### src/rtl/apb_noc_requester_ni.sv
`timescale 1ns/1ps
`default_nettype none
// ============================================================================
// Module   : apb_noc_requester_ni
// Purpose  : Network-interface requester bridging a local APB requester to the
//            NI port of its mesh router. One APB transfer becomes one request
//            packet. The NI then waits for the matching response packet and
//            completes the APB ACCESS phase. A timeout guards against lost
//            responses. Only one transfer is outstanding at a time.
// Ports    : i_clk, i_arst_n            clock, async active-low reset
//            i_psel/i_penable/i_pwrite   APB control
//            i_paddr/i_pwdata            APB address / write data
//            o_pready/o_prdata/o_pslverr APB completion
//            o_txPacket/o_txValid/i_txReady  request stream to router
//            i_rxPacket/i_rxValid/o_rxReady  packet stream from router
//            o_dropPulse                 accepted rx packet was discarded
// Revision : 1.0  initial release
// ============================================================================
module apb_noc_requester_ni #(
  parameter int GRID_WIDTH       = 4,
  parameter int NI_ROW           = 0,
  parameter int NI_COL           = 0,
  parameter int ADDR_W           = 32,
  parameter int DATA_W           = 32,
  parameter int TIMEOUT_CYCLES   = 1023,
  // Packet width the NoC fabric is built for; must agree with the local width.
  parameter int NOC_PACKET_WIDTH = 75,
  localparam int COORD_W          = $clog2(GRID_WIDTH),
  localparam int APB_PACKET_WIDTH = 4*COORD_W + 3 + ADDR_W + DATA_W
) (
  input  logic                        i_clk,
  input  logic                        i_arst_n,
  input  logic                        i_psel,
  input  logic                        i_penable,
  input  logic                        i_pwrite,
  input  logic [ADDR_W-1:0]           i_paddr,
  input  logic [DATA_W-1:0]           i_pwdata,
  output logic                        o_pready,
  output logic [DATA_W-1:0]           o_prdata,
  output logic                        o_pslverr,
  output logic [APB_PACKET_WIDTH-1:0] o_txPacket,
  output logic                        o_txValid,
  input  logic                        i_txReady,
  input  logic [APB_PACKET_WIDTH-1:0] i_rxPacket,
  input  logic                        i_rxValid,
  output logic                        o_rxReady,
  output logic                        o_dropPulse
);

  // Packet field offsets (LSB first: dst, src, isRsp, write, err, addr, data)
  localparam int c_IS_RSP   = 4*COORD_W;
  localparam int c_WRITE    = 4*COORD_W + 1;
  localparam int c_ERR      = 4*COORD_W + 2;
  localparam int c_ADDR_LSB = 4*COORD_W + 3;
  localparam int c_DATA_LSB = c_ADDR_LSB + ADDR_W;

  localparam logic [2*COORD_W-1:0] c_SELF = {NI_ROW[COORD_W-1:0], NI_COL[COORD_W-1:0]};

  // Timeout counter; a zero limit disables the timeout entirely.
  localparam bit   c_TIMEOUT_EN = (TIMEOUT_CYCLES > 0);
  localparam int   c_CNT_W      = c_TIMEOUT_EN ? $clog2(TIMEOUT_CYCLES + 1) : 1;
  localparam int   c_CNT_LAST_I = c_TIMEOUT_EN ? TIMEOUT_CYCLES - 1 : 0;
  localparam logic [c_CNT_W-1:0] c_CNT_LAST = c_CNT_LAST_I[c_CNT_W-1:0];

  generate
    if (APB_PACKET_WIDTH != NOC_PACKET_WIDTH) begin : g_widthCheck
      $error("apb_noc_requester_ni: packet width does not match NoC packet width");
    end
  endgenerate

  typedef enum logic [1:0] {
    IDLE     = 2'd0,
    SEND     = 2'd1,
    WAIT_RSP = 2'd2,
    DONE     = 2'd3
  } state_t;

  state_t             r_state;
  logic [c_CNT_W-1:0] r_cnt;

  // Request fields are read back from the held tx packet, which stays
  // unchanged until the next transfer is captured.
  logic [2*COORD_W-1:0]        w_reqDst;
  logic [ADDR_W-1:0]           w_reqAddr;
  logic                        w_reqWrite;
  logic [2*COORD_W-1:0]        w_rxDst;
  logic [2*COORD_W-1:0]        w_rxSrc;
  logic [ADDR_W-1:0]           w_rxAddr;
  logic [DATA_W-1:0]           w_rxData;
  logic                        w_rxAccept;
  logic                        w_match;
  logic                        w_timeout;
  logic [APB_PACKET_WIDTH-1:0] w_reqPacket;
  logic                        w_unusedRxWrite;

  assign w_reqDst   = o_txPacket[2*COORD_W-1:0];
  assign w_reqAddr  = o_txPacket[c_ADDR_LSB +: ADDR_W];
  assign w_reqWrite = o_txPacket[c_WRITE];

  assign w_rxDst  = i_rxPacket[2*COORD_W-1:0];
  assign w_rxSrc  = i_rxPacket[4*COORD_W-1:2*COORD_W];
  assign w_rxAddr = i_rxPacket[c_ADDR_LSB +: ADDR_W];
  assign w_rxData = i_rxPacket[c_DATA_LSB +: DATA_W];
  // The response's write flag carries no information the NI needs.
  assign w_unusedRxWrite = i_rxPacket[c_WRITE];

  assign w_rxAccept = i_rxValid & o_rxReady;
  assign w_match    = w_rxAccept & (r_state == WAIT_RSP) & i_rxPacket[c_IS_RSP] &
                      (w_rxDst == c_SELF) & (w_rxSrc == w_reqDst) & (w_rxAddr == w_reqAddr);
  assign w_timeout  = c_TIMEOUT_EN & (r_cnt == c_CNT_LAST);

  // Destination comes from the top address bits; source is this tile.
  assign w_reqPacket = {i_pwdata, i_paddr, 1'b0, i_pwrite, 1'b0, c_SELF,
                        i_paddr[ADDR_W-1 -: 2*COORD_W]};

  always_ff @(posedge i_clk or negedge i_arst_n) begin
    if (!i_arst_n) begin
      r_state     <= IDLE;
      r_cnt       <= '0;
      o_pready    <= 1'b0;
      o_prdata    <= '0;
      o_pslverr   <= 1'b0;
      o_txPacket  <= '0;
      o_txValid   <= 1'b0;
      o_rxReady   <= 1'b0;
      o_dropPulse <= 1'b0;
    end else begin
      // Any accepted packet that does not complete the transfer is dropped.
      o_dropPulse <= w_rxAccept & ~w_match;
      // rx is stalled only while in DONE; overridden on the entry into DONE.
      o_rxReady   <= 1'b1;
      case (r_state)
        IDLE: begin
          if (i_psel && i_penable) begin
            o_txPacket <= w_reqPacket;
            o_txValid  <= 1'b1;
            r_state    <= SEND;
          end
        end
        SEND: begin
          if (i_txReady) begin
            o_txValid <= 1'b0;
            r_cnt     <= '0;
            r_state   <= WAIT_RSP;
          end
        end
        WAIT_RSP: begin
          if (w_match) begin
            o_prdata  <= w_reqWrite ? '0 : w_rxData;
            o_pslverr <= i_rxPacket[c_ERR];
            o_pready  <= 1'b1;
            o_rxReady <= 1'b0;
            r_state   <= DONE;
          end else if (w_timeout) begin
            o_prdata  <= '0;
            o_pslverr <= 1'b1;
            o_pready  <= 1'b1;
            o_rxReady <= 1'b0;
            r_state   <= DONE;
          end else if (r_cnt != {c_CNT_W{1'b1}}) begin
            r_cnt <= r_cnt + c_CNT_W'(1);
          end
        end
        DONE: begin
          o_pready  <= 1'b0;
          o_prdata  <= '0;
          o_pslverr <= 1'b0;
          r_state   <= IDLE;
        end
        default: r_state <= IDLE;
      endcase
    end
  end

endmodule
`default_nettype wire
### config.mk
export PLATFORM = sky130hd
export DESIGN_NAME = apb_noc_requester_ni
export DESIGN_NICKNAME = d
export VERILOG_FILES = /design/src/rtl/apb_noc_requester_ni.sv
export SDC_FILE = /design/constraint.sdc
export NUM_CORES = 1
export LEC_CHECK = 0
export ABC_AREA = 0
export CAP_MARGIN = 20
export CORE_AREA = 2 2 135 137
export CTS_BUF_LIST = sky130_fd_sc_hd__clkbuf_16
export CTS_CLUSTER_SIZE = 25
export DETAILED_ROUTE_END_ITERATION = 8
export DIE_AREA = 0 0 137 139
export GPL_ROUTABILITY_DRIVEN = 0
export PLACE_DENSITY = 0.72
export SYNTH_ARGS = -nofsm -noshare
export SYNTH_HDL_FRONTEND = slang
export SYNTH_SLANG_ARGS = --single-unit
### constraint.sdc
create_clock -name i_clk -period 3 [get_ports i_clk]
set_input_delay 0.45 -clock i_clk [delete_from_list [all_inputs] [get_ports i_clk]]
set_output_delay 0.45 -clock i_clk [all_outputs]
set_load 0.02 [all_outputs]
==> report_table.html, run 1 <==
<table>
<tr><th>Metric</th><th>Value</th></tr>
<tr><th colspan="2">Die</th></tr>
<tr><td>Number of primary I/O pins</td><td>roughly 260</td></tr>
<tr><td>Horizontal extent of the die</td><td>about 140 um</td></tr>
<tr><td>Row cnt</td><td>49</td></tr>
<tr><td>Starting utilization of the core area</td><td>0.294</td></tr>
<tr><td>Core footprint</td><td>17700 um^2</td></tr>
<tr><td>Total Die Area</td><td>roughly 19000 um^2</td></tr>
<tr><td>Chip height</td><td>139 um</td></tr>
<tr><th colspan="2">Cells and area</th></tr>
<tr><td>Fraction of final layout cells with drive strength greater than 1</td><td>0.170</td></tr>
<tr><td>End-of-flow core utilization</td><td>0.483</td></tr>
<tr><td>Antenna diode count</td><td>0</td></tr>
<tr><td>Nets@finish</td><td>822</td></tr>
<tr><td>Commonest cells after routing, fill and taps aside</td><td>clkdlybuf4s50_1 (249), dfrtp_1 (114), mux2_2 (66), a22o_1 (34), xor2_1 (29)</td></tr>
<tr><td>Commonest non-fill, non-tap cell in the layout</td><td>clkdlybuf4s50_1</td></tr>
<tr><td>Final Non-Filler Cells</td><td>912</td></tr>
<tr><td>Area growth syn-to-layout</td><td>64.3%</td></tr>
<tr><td>Number of filler cells placed in the layout</td><td>1585</td></tr>
<tr><th colspan="2">Global routing</th></tr>
<tr><td>Number of antenna violations at the first check in global routing</td><td>1</td></tr>
<tr><td>First-pass GRT wire length</td><td>25200 um</td></tr>
<tr><td>Pin count of the biggest net entering global routing</td><td>70</td></tr>
<tr><td>GRT Resource Usage Total</td><td>0.170</td></tr>
<tr><td>Number of global-route vias before repair</td><td>4801</td></tr>
<tr><td>Total congestion overflow after global routing</td><td>0</td></tr>
<tr><th colspan="2">Clocking</th></tr>
<tr><td>Buffer count from post-CTS setup fixing</td><td>0</td></tr>
<tr><td>Post-CTS Hold Buffers</td><td>0</td></tr>
<tr><td>CTS Root Buffer Type</td><td>clkbuf_16</td></tr>
<tr><td>Clock insertion delay at the later pin of the skew report</td><td>between 0.4 and 0.5 ns</td></tr>
<tr><td>H-Tree Level Count</td><td>4</td></tr>
<tr><td>Clock sinks</td><td>between 100 and 150</td></tr>
<tr><td>Number of clock buffers inserted by TritonCTS</td><td>17</td></tr>
<tr><td>Post_cts resized</td><td>0</td></tr>
<tr><td>Clk buf depth</td><td>2</td></tr>
<tr><td>Clock tree from TritonCTS</td><td>done</td></tr>
<tr><td>Clock transition time at the flip-flop clock pins of the worst setup and hold paths</td><td>roughly 0.060 ns</td></tr>
<tr><th colspan="2">Drt</th></tr>
<tr><td>Wire length per cell</td><td>about 17 um</td></tr>
<tr><td>Iteration-0 DRC Markers</td><td>196</td></tr>
<tr><td>Number of vias after detailed routing</td><td>between 4k and 5k</td></tr>
<tr><td>Post-DRT Antenna Nets</td><td>0</td></tr>
<tr><td>Vias per std cell</td><td>roughly 4.8</td></tr>
<tr><td>DRC violation count after routing</td><td>0</td></tr>
<tr><td>Overall routed net length</td><td>~16000 um</td></tr>
<tr><td>Detailed-router iteration count before antenna repair</td><td>6</td></tr>
<tr><th colspan="2">STA</th></tr>
<tr><td>Setup clock skew after layout</td><td>approximately 0.009 ns</td></tr>
<tr><td>Worst Max-Slew Pin Slew</td><td>0.908 ns</td></tr>
<tr><td>Min cycle time layout</td><td>around 2.6 ns</td></tr>
<tr><td>Final setup margin</td><td>0.372 ns</td></tr>
<tr><td>Peak clock frequency supported by timing</td><td>~380 MHz</td></tr>
<tr><td>Setup-violating endpoint count in the final report</td><td>0</td></tr>
<tr><td>Max-slew headroom</td><td>0.395</td></tr>
<tr><td>Setup repair after global routing missed its margin</td><td>false</td></tr>
<tr><td>Hold violation count in the final report</td><td>0</td></tr>
<tr><td>Number of max-slew violations in the final report</td><td>0</td></tr>
<tr><td>Portion of the clock cycle consumed by the worst path in the final layout</td><td>0.876</td></tr>
<tr><td>Fin Setup TNS</td><td>0 ns</td></tr>
<tr><th colspan="2">Placed design</th></tr>
<tr><td>HPWL reported at the end of detailed placement</td><td>around 12000 um</td></tr>
<tr><td>Quantity of I/O buffers inserted on ports</td><td>between 200 and 300</td></tr>
<tr><td>Instance count after placement with tap cells included</td><td>880</td></tr>
<tr><td>Worst setup timing slack at the placement stage</td><td>0.0623 ns</td></tr>
<tr><th colspan="2">Synthesis</th></tr>
<tr><td>Count of mapped cells out of synthesis</td><td>412</td></tr>
<tr><td>Fraction of registers with async set/reset</td><td>1.00</td></tr>
<tr><td>Count of yosys warnings during synthesis</td><td>0</td></tr>
<tr><td>Proportion of synthesized chip area in sequential cells</td><td>0.550</td></tr>
<tr><td>Synthesized area divided by synthesized cell count</td><td>about 13 um^2</td></tr>
<tr><td>Netlist area before placement</td><td>~5200 um^2</td></tr>
<tr><td>Most used flip-flop cell after synthesis</td><td>dfrtp_1</td></tr>
<tr><td>Count of flip-flops with a built-in enable after synthesis</td><td>0</td></tr>
<tr><td>Post-synthesis cell type count</td><td>42</td></tr>
<tr><td>#FFs+latches synth</td><td>114</td></tr>
<tr><th colspan="2">Critical path</th></tr>
<tr><td>Flop-to-flop setup slack</td><td>~0.37 ns</td></tr>
<tr><td>CP required</td><td>about 3.3 ns</td></tr>
<tr><td>Top delay family on crit path</td><td>simple AND/OR/NAND/NOR gates</td></tr>
<tr><td>Largest stage delay on the critical path</td><td>0.60 ns</td></tr>
<tr><td>Crit. End Element</td><td>register</td></tr>
<tr><td>Number of cell instances on the worst register-to-register path</td><td>8</td></tr>
<tr><td>Number of gates on the worst path with buffers counted</td><td>8</td></tr>
<tr><td>Number of buffers and inverters on the critical path</td><td>2</td></tr>
<tr><td>CP Cell Sequence</td><td>inv_1 -&gt; ha_1 -&gt; inv_1 -&gt; nor4b_1 -&gt; nand4_1 -&gt; or4_1 -&gt; a31oi_1 -&gt; mux2_2</td></tr>
<tr><td>Nature of the critical path startpoint</td><td>register</td></tr>
<tr><td>Critical Path End</td><td>r_state[1]</td></tr>
<tr><td>Worst reg2reg startpoint</td><td>r_state[0]</td></tr>
<tr><td>Highest net fanout along the worst path</td><td>4</td></tr>
<tr><td>Data arrival time of the worst path</td><td>2.92 ns</td></tr>
<tr><td>Crit Reg-Reg Endpoint</td><td>r_state[1]</td></tr>
<tr><td>Slowest cell on crit path</td><td>or4_1</td></tr>
<tr><td>Kind of critical path</td><td>reg -&gt; reg</td></tr>
<tr><td>Cell seen most often among critical-path stages</td><td>inv_1</td></tr>
<tr><td>Critical path origin</td><td>r_state[0]</td></tr>
<tr><th colspan="2">Pwr</th></tr>
<tr><td>Max IR drop VDD</td><td>slightly below 0.0005 V</td></tr>
<tr><td>Leakage power of the design</td><td>roughly 3.6 nW</td></tr>
<tr><td>Areal power density over the cells</td><td>between 800 and 900 nW/um^2</td></tr>
<tr><th colspan="2">Min path</th></tr>
<tr><td>Worst hold path type</td><td>in -&gt; async</td></tr>
<tr><th colspan="2">Outcome</th></tr>
<tr><td>Status</td><td>finished clean</td></tr>
<tr><th colspan="2">Run</th></tr>
<tr><td>Count of maximum capacitance violations</td><td>0</td></tr>
</table>
cells in the mapped netlist (6+ instances only):
cell / n / area, um^2
dfrtp_1: 114 / 2850
mux2_2: 66 / 743
a22o_1: 34 / 298
xor2_1: 29 / 254
nor4_1: 19 / 119
nand2_1: 16 / 60.1
nand3_1: 15 / 75.1
clkbuf_1: 13 / 48.8
nor2_1: 12 / 45.0
buf_4: 10 / 75.1
nor2b_1: 10 / 62.6
inv_1: 8 / 30.0
o31ai_1: 7 / 52.6
ha_1: 6 / 75.1
o21ai_0: 6 / 30.0
layer usage:
layer,track usage,routed length [um],vias up
li1,-,-,2022
met1,0.193,6050,2164
met2,0.290,8080,208
met3,0.0669,1400,27
met4,0.0553,278,2
met5,0,13,-
sequential cells by signal (all words and copies together) (netlist names):
| name | count |
|---|---|
| o_dropPulse | 1 |
| o_prdata | 32 |
| o_pready | 1 |
| o_pslverr | 1 |
| o_rxReady | 1 |
| o_txPacket | 65 |
| o_txValid | 1 |
| r_cnt | 10 |
| r_state | 2 |
through the flow:
stage / power [mW] / instance area, um^2 / hold WS (ns)
after global placement: 5.65 / 7950 / 0.471
after floorplan: 4.15 / 5200 / 0.154
after global routing: 8.04 / 8520 / 0.228
after CTS: 7.70 / 8520 / 0.185
after detailed placement: 5.79 / 7980 / 0.471
final: 7.62 / 8520 / 0.160
cell type report:
type,count,area [um^2],area share
clock inverter,15,120,0.0141
clock buffer,17,425,0.0499
multi-input combinational,267,2190,0.256
timing repair buffer,262,2620,0.308
inverter,8,30.0,0.00352
tap,229,287,0.0336
sequential,114,2850,0.335
kinds of logic after synthesis:
| group | count (synthesis) | synth area share |
|---|---|---|
| AND/OR/NAND/NOR | 94 | 0.0999 |
| buffers and inverters | 36 | 0.0381 |
| XOR/XNOR | 29 | 0.0490 |
| AO/OA/AOI/OAI | 65 | 0.103 |
| adder cells (fa/ha/maj) | 6 | 0.0145 |
| flip-flops | 114 | 0.550 |
| multiplexers | 67 | 0.145 |
| other | 1 | 0.000723 |
power breakdown:
group          total, mW  switching [mW]  internal (mW)
sequential          2.46           0.432           2.03
clock               1.86           0.732           1.13
combinational       3.29            1.62           1.68
total               7.62            2.78           4.84
worst min path at each step:
| stage | start | slack (ns) | depth (start not counted) | end |
|---|---|---|---|---|
| floorplan | i_arst_n | 0.15 | 0 | o_dropPulse |
| global placement | r_cnt[7] | 0.47 | 1 | r_cnt[7] |
| detailed placement | r_cnt[7] | 0.47 | 1 | r_cnt[7] |
| CTS | i_arst_n | 0.19 | 1 | o_prdata[9] |
| global route | i_arst_n | 0.23 | 1 | o_prdata[9] |
| finish | i_arst_n | 0.16 | 1 | o_prdata[9] |
Power figures use the tool's default switching activity.
==> inputs of run 2 (changes only) <==
==> config.mk (replaced) <==
export PLATFORM = sky130hd
export DESIGN_NAME = apb_noc_requester_ni
export DESIGN_NICKNAME = d
export VERILOG_FILES = /design/src/rtl/apb_noc_requester_ni.sv
export SDC_FILE = /design/constraint.sdc
export NUM_CORES = 1
export LEC_CHECK = 0
export ABC_AREA = 1
export CAP_MARGIN = 20
export CORE_AREA = 2 2 149 151
export CTS_BUF_LIST = sky130_fd_sc_hd__clkbuf_16
export CTS_CLUSTER_SIZE = 25
export DETAILED_ROUTE_END_ITERATION = 8
export DIE_AREA = 0 0 151 153
export GPL_ROUTABILITY_DRIVEN = 0
export PLACE_DENSITY = 0.69
export SYNTH_ARGS = -nofsm -noshare
export SYNTH_HDL_FRONTEND = slang
export SYNTH_SLANG_ARGS = --single-unit
==> run 2 against run 1 <==
Sequential share of layout area shrank 3.9 points. Register-to-register slack better by 0.20 ns. Wire length grew 26%. Non-clock buffer count fell by 2. Largest power group unchanged. Highest routed layer is now met4.
==> report_table.html, run 2 <==
<table>
<tr><th>Metric</th><th>Value</th></tr>
<tr><th colspan="2">Pwr</th></tr>
<tr><td>Switch share</td><td>0.408</td></tr>
<tr><td>Internal power component</td><td>4.77 mW</td></tr>
<tr><td>Net switching component of the power</td><td>~3.3 mW</td></tr>
<tr><td>Power share of the clock group</td><td>0.254</td></tr>
<tr><td>Max IR drop VDD</td><td>~0.00066 V</td></tr>
<tr><td>Sequential share of power</td><td>0.293</td></tr>
<tr><td>Part of the total power dissipated in combinational logic</td><td>0.453</td></tr>
<tr><td>Areal power density over the cells</td><td>835 nW/um^2</td></tr>
<tr><td>Total power consumption of the routed design</td><td>just over 8 mW</td></tr>
<tr><td>Leakage power of the design</td><td>approximately 4.9 nW</td></tr>
<tr><th colspan="2">Synthesis</th></tr>
<tr><td>Top cells by count, synth</td><td>nand2_1 (389), dfrtp_1 (114), inv_1 (109), nor2_1 (88), nand4_1 (41)</td></tr>
<tr><td>Post-synthesis cell type count</td><td>34</td></tr>
<tr><td>Synthesized area divided by synthesized cell count</td><td>around 7 um^2</td></tr>
<tr><td>Count of yosys warnings during synthesis</td><td>0</td></tr>
<tr><td>Proportion of netlist area held by the largest area contributor</td><td>0.448</td></tr>
<tr><td>Fraction of registers with async set/reset</td><td>1.00</td></tr>
<tr><td>Cell with the most instances after synthesis</td><td>nand2_1</td></tr>
<tr><td>Post-synth top area cell</td><td>dfrtp_1</td></tr>
<tr><td>Most used flip-flop cell after synthesis</td><td>dfrtp_1</td></tr>
<tr><td>Count of flip-flops with a built-in enable after synthesis</td><td>0</td></tr>
<tr><td>Complex-gate fraction of the synthesized area</td><td>0.0271</td></tr>
<tr><td>Netlist area before placement</td><td>~6400 um^2</td></tr>
<tr><td>#FFs+latches synth</td><td>114</td></tr>
<tr><td>Fraction of the mapped netlist area in simple logic gates</td><td>0.384</td></tr>
<tr><td>Arithmetic-cell share of the synthesized area counting full adders, half adders and majority gates</td><td>0.0118</td></tr>
<tr><td>Post-Synth XOR/XNOR Area</td><td>0.0124</td></tr>
<tr><td>Dominant cells by area after synthesis</td><td>dfrtp_1 (45%), nand2_1 (23%), inv_1 (6.4%), nor2_1 (5.2%), nand4_1 (4.0%)</td></tr>
<tr><td>Count of mapped cells out of synthesis</td><td>between 900 and 1k</td></tr>
<tr><td>Dominant combinational cell family by area after synthesis</td><td>simple AND/OR/NAND/NOR gates</td></tr>
<tr><td>Multiplexer share of the synthesized area</td><td>0</td></tr>
<tr><td>Proportion of synthesized chip area in sequential cells</td><td>0.448</td></tr>
<tr><th colspan="2">STA</th></tr>
<tr><td>Hold violation count in the final report</td><td>0</td></tr>
<tr><td>Max-slew headroom</td><td>0.391</td></tr>
<tr><td>Min cycle time layout</td><td>about 2.4 ns</td></tr>
<tr><td>Number of max-slew violations in the final report</td><td>0</td></tr>
<tr><td>Peak clock frequency supported by timing</td><td>about 410 MHz</td></tr>
<tr><td>Setup clock skew after layout</td><td>0.00896 ns</td></tr>
<tr><td>Worst Max-Slew Pin Slew</td><td>~0.9 ns</td></tr>
<tr><td>Fin Setup TNS</td><td>0 ns</td></tr>
<tr><td>Portion of the clock cycle consumed by the worst path in the final layout</td><td>0.811</td></tr>
<tr><td>Setup-violating endpoint count in the final report</td><td>0</td></tr>
<tr><td>Setup repair after global routing missed its margin</td><td>false</td></tr>
<tr><th colspan="2">Critical path</th></tr>
<tr><td>Cell seen most often among critical-path stages</td><td>nand2_1</td></tr>
<tr><td>Crit. End Element</td><td>register</td></tr>
<tr><td>Largest stage delay on the critical path</td><td>between 0.4 and 0.5 ns</td></tr>
<tr><td>Kind of critical path</td><td>reg -&gt; reg</td></tr>
<tr><td>CP Cell Sequence</td><td>inv_1 -&gt; ha_1 -&gt; nand2_1 -&gt; nor2_2 -&gt; nand2_1 -&gt; nor2_1 -&gt; nand2_1 -&gt; nor3_1 -&gt; nand2_1 -&gt; nand2_2 -&gt; nand2_1 -&gt; nand2_1</td></tr>
<tr><td>Number of cell instances on the worst register-to-register path</td><td>12</td></tr>
<tr><td>Nature of the critical path startpoint</td><td>register</td></tr>
<tr><td>Highest net fanout along the worst path</td><td>12</td></tr>
<tr><td>Data arrival time of the worst path</td><td>around 2.8 ns</td></tr>
<tr><td>Slowest cell on crit path</td><td>dfrtp_1</td></tr>
<tr><td>Crit Reg-Reg Endpoint</td><td>r_cnt[8]</td></tr>
<tr><td>Worst reg2reg startpoint</td><td>r_state[0]</td></tr>
<tr><td>CP required</td><td>between 3 and 4 ns</td></tr>
<tr><td>Flop-to-flop setup slack</td><td>approximately 0.57 ns</td></tr>
<tr><th colspan="2">Drt</th></tr>
<tr><td>Number of vias after detailed routing</td><td>6403</td></tr>
<tr><td>DRC violation count after routing</td><td>0</td></tr>
<tr><td>Overall routed net length</td><td>20000 um</td></tr>
<tr><td>Post-DRT Antenna Nets</td><td>0</td></tr>
<tr><td>Vias per std cell</td><td>between 4 and 5</td></tr>
<tr><td>Detailed-router iteration count before antenna repair</td><td>4</td></tr>
<tr><td>Wire length per cell</td><td>between 10 and 15 um</td></tr>
<tr><td>Iteration-0 DRC Markers</td><td>roughly 270</td></tr>
<tr><th colspan="2">Die</th></tr>
<tr><td>Chip height</td><td>between 150 and 200 um</td></tr>
<tr><td>Row cnt</td><td>54</td></tr>
<tr><td>Number of primary I/O pins</td><td>about 260</td></tr>
<tr><td>Total Die Area</td><td>23100 um^2</td></tr>
<tr><td>Horizontal extent of the die</td><td>~150 um</td></tr>
<tr><td>Core footprint</td><td>between 20000 and 25000 um^2</td></tr>
<tr><td>Starting utilization of the core area</td><td>0.297</td></tr>
<tr><th colspan="2">Cells and area</th></tr>
<tr><td>Nets@finish</td><td>1300</td></tr>
<tr><td>Area growth syn-to-layout</td><td>51.6%</td></tr>
<tr><td>Register containing the most flip-flops in the final layout</td><td>o_txPacket</td></tr>
<tr><td>Antenna diode count</td><td>0</td></tr>
<tr><td>Seq. cell area</td><td>roughly 2900 um^2</td></tr>
<tr><td>Fraction of final layout cells with drive strength greater than 1</td><td>0.0672</td></tr>
<tr><td>Number of filler cells placed in the layout</td><td>between 2k and 2.5k</td></tr>
<tr><td>Largest register FFs</td><td>65</td></tr>
<tr><td>Layout Cell Area excl Fill</td><td>about 9700 um^2</td></tr>
<tr><td>Commonest non-fill, non-tap cell in the layout</td><td>nand2_1</td></tr>
<tr><td>Area used by multi-input combinational logic</td><td>between 2000 and 3000 um^2</td></tr>
<tr><td>Registers with the highest flip-flop counts</td><td>o_txPacket (65), o_prdata (32), r_cnt (10)</td></tr>
<tr><td>Commonest cells after routing, fill and taps aside</td><td>nand2_1 (389), clkdlybuf4s50_1 (249), dfrtp_1 (114), inv_1 (110), nor2_1 (87)</td></tr>
<tr><td>Final Non-Filler Cells</td><td>1441</td></tr>
<tr><th colspan="2">Clocking</th></tr>
<tr><td>Number of clock buffers inserted by TritonCTS</td><td>17</td></tr>
<tr><td>Clock sinks</td><td>114</td></tr>
<tr><td>Clock transition time at the flip-flop clock pins of the worst setup and hold paths</td><td>0.06 ns</td></tr>
<tr><td>Clk buf depth</td><td>2</td></tr>
<tr><td>Post_cts resized</td><td>0</td></tr>
<tr><td>Buffer count from post-CTS setup fixing</td><td>0</td></tr>
<tr><td>Clock insertion delay at the later pin of the skew report</td><td>about 0.4 ns</td></tr>
<tr><td>H-Tree Level Count</td><td>4</td></tr>
<tr><td>CTS Root Buffer Type</td><td>clkbuf_16</td></tr>
<tr><td>Post-CTS Hold Buffers</td><td>0</td></tr>
<tr><td>Clock tree from TritonCTS</td><td>done</td></tr>
<tr><th colspan="2">Min path</th></tr>
<tr><td>Worst hold path type</td><td>in -&gt; async</td></tr>
<tr><th colspan="2">Global routing</th></tr>
<tr><td>Total congestion overflow after global routing</td><td>0</td></tr>
<tr><td>Number of antenna violations at the first check in global routing</td><td>0</td></tr>
<tr><td>Number of global-route vias before repair</td><td>a little over 6k</td></tr>
<tr><td>First-pass GRT wire length</td><td>between 30000 and 40000 um</td></tr>
<tr><td>Pin count of the biggest net entering global routing</td><td>between 90 and 100</td></tr>
<tr><td>GRT Resource Usage Total</td><td>0.175</td></tr>
<tr><th colspan="2">Placed design</th></tr>
<tr><td>HPWL reported at the end of detailed placement</td><td>around 15000 um</td></tr>
<tr><td>Instance count after placement with tap cells included</td><td>1409</td></tr>
<tr><td>Quantity of I/O buffers inserted on ports</td><td>250</td></tr>
<tr><td>Placement-stage cell area</td><td>between 9000 and 10000 um^2</td></tr>
<tr><th colspan="2">Run</th></tr>
<tr><td>Count of maximum capacitance violations</td><td>0</td></tr>
<tr><th colspan="2">Outcome</th></tr>
<tr><td>Status</td><td>finished clean</td></tr>
</table>
==> run 2: cells by family (layout without fill, tap and decap cells) <==
kind of cell               count (synthesis)  count (layout)
and+or+nand+nor                          574             574
AOI/OAI and AO/OA                         34              34
xor gates and xnor gates                   9               9
DFF                                      114             114
other                                      1               6
buffers and inverters                    170             418
adders and majority gates                  6               6
==> run 2: final cells by class <==
cell class	count	area share
Inverter	126	0.0490
Tap cell	280	0.0363
Multi-Input combinational cell	629	0.290
Timing Repair Buffer	260	0.268
Sequential cell	114	0.295
Clock buffer	17	0.0440
Clock inverter	15	0.0175
==> run 2: worst max-delay path, delay by kind of cell (launching register included) <==
kind | cells | cell delay (ns)
adder cells (fa/ha/maj) | 1 | 0.40
buffers and inverters | 1 | 0.09
flip-flops | 1 | 0.41
AND/OR/NAND/NOR | 10 | 1.47
==> run 2: power by group through the flow <==
stage	Combinational [mW]	Clock [mW]	Sequential (mW)
detailed placement	3.67	0	2.38
finish	3.65	2.05	2.36
floorplan	1.62	0	2.85
global route	4.02	2.18	2.43
global placement	3.64	0	2.36
CTS	3.68	2.11	2.37
==> run 2: worst max-delay path by stage <==
stage                  start  slack, ns  cells after the start           to
6_report          r_state[0]       0.57                     12     r_cnt[8]
3_5_place_dp   i_rxPacket[3]       0.36                     12     r_cnt[9]
4_1_cts           r_state[0]       0.55                     12     r_cnt[9]
5_1_grt           r_state[0]       0.20                     12     r_cnt[7]
3_3_place_gp   i_rxPacket[3]       0.36                     12     r_cnt[6]
2_1_floorplan     r_state[0]       1.22                     15  o_prdata[0]
==> run 2: per-stage QoR <==
step | util | hold slack (ns) | setup slack [ns]
4_1_cts | 0.450 | 0.197 | 0.549
6_report | 0.450 | 0.155 | 0.568
3_3_place_gp | 0.422 | 0.453 | 0.364
3_5_place_dp | 0.422 | 0.457 | 0.358
5_1_grt | 0.450 | 0.232 | 0.195
2_1_floorplan | - | 0.154 | 1.22
==> run 2: routing by layer <==
metal	part of all wire	wire, um	vias to the layer above	GRT usage
li1	-	-	3223	-
met1	0.43	8600	2912	0.220
met2	0.45	8950	245	0.278
met3	0.10	2030	23	0.0642
met4	0.020	394	0	0.0587
met5	0	0	-	0
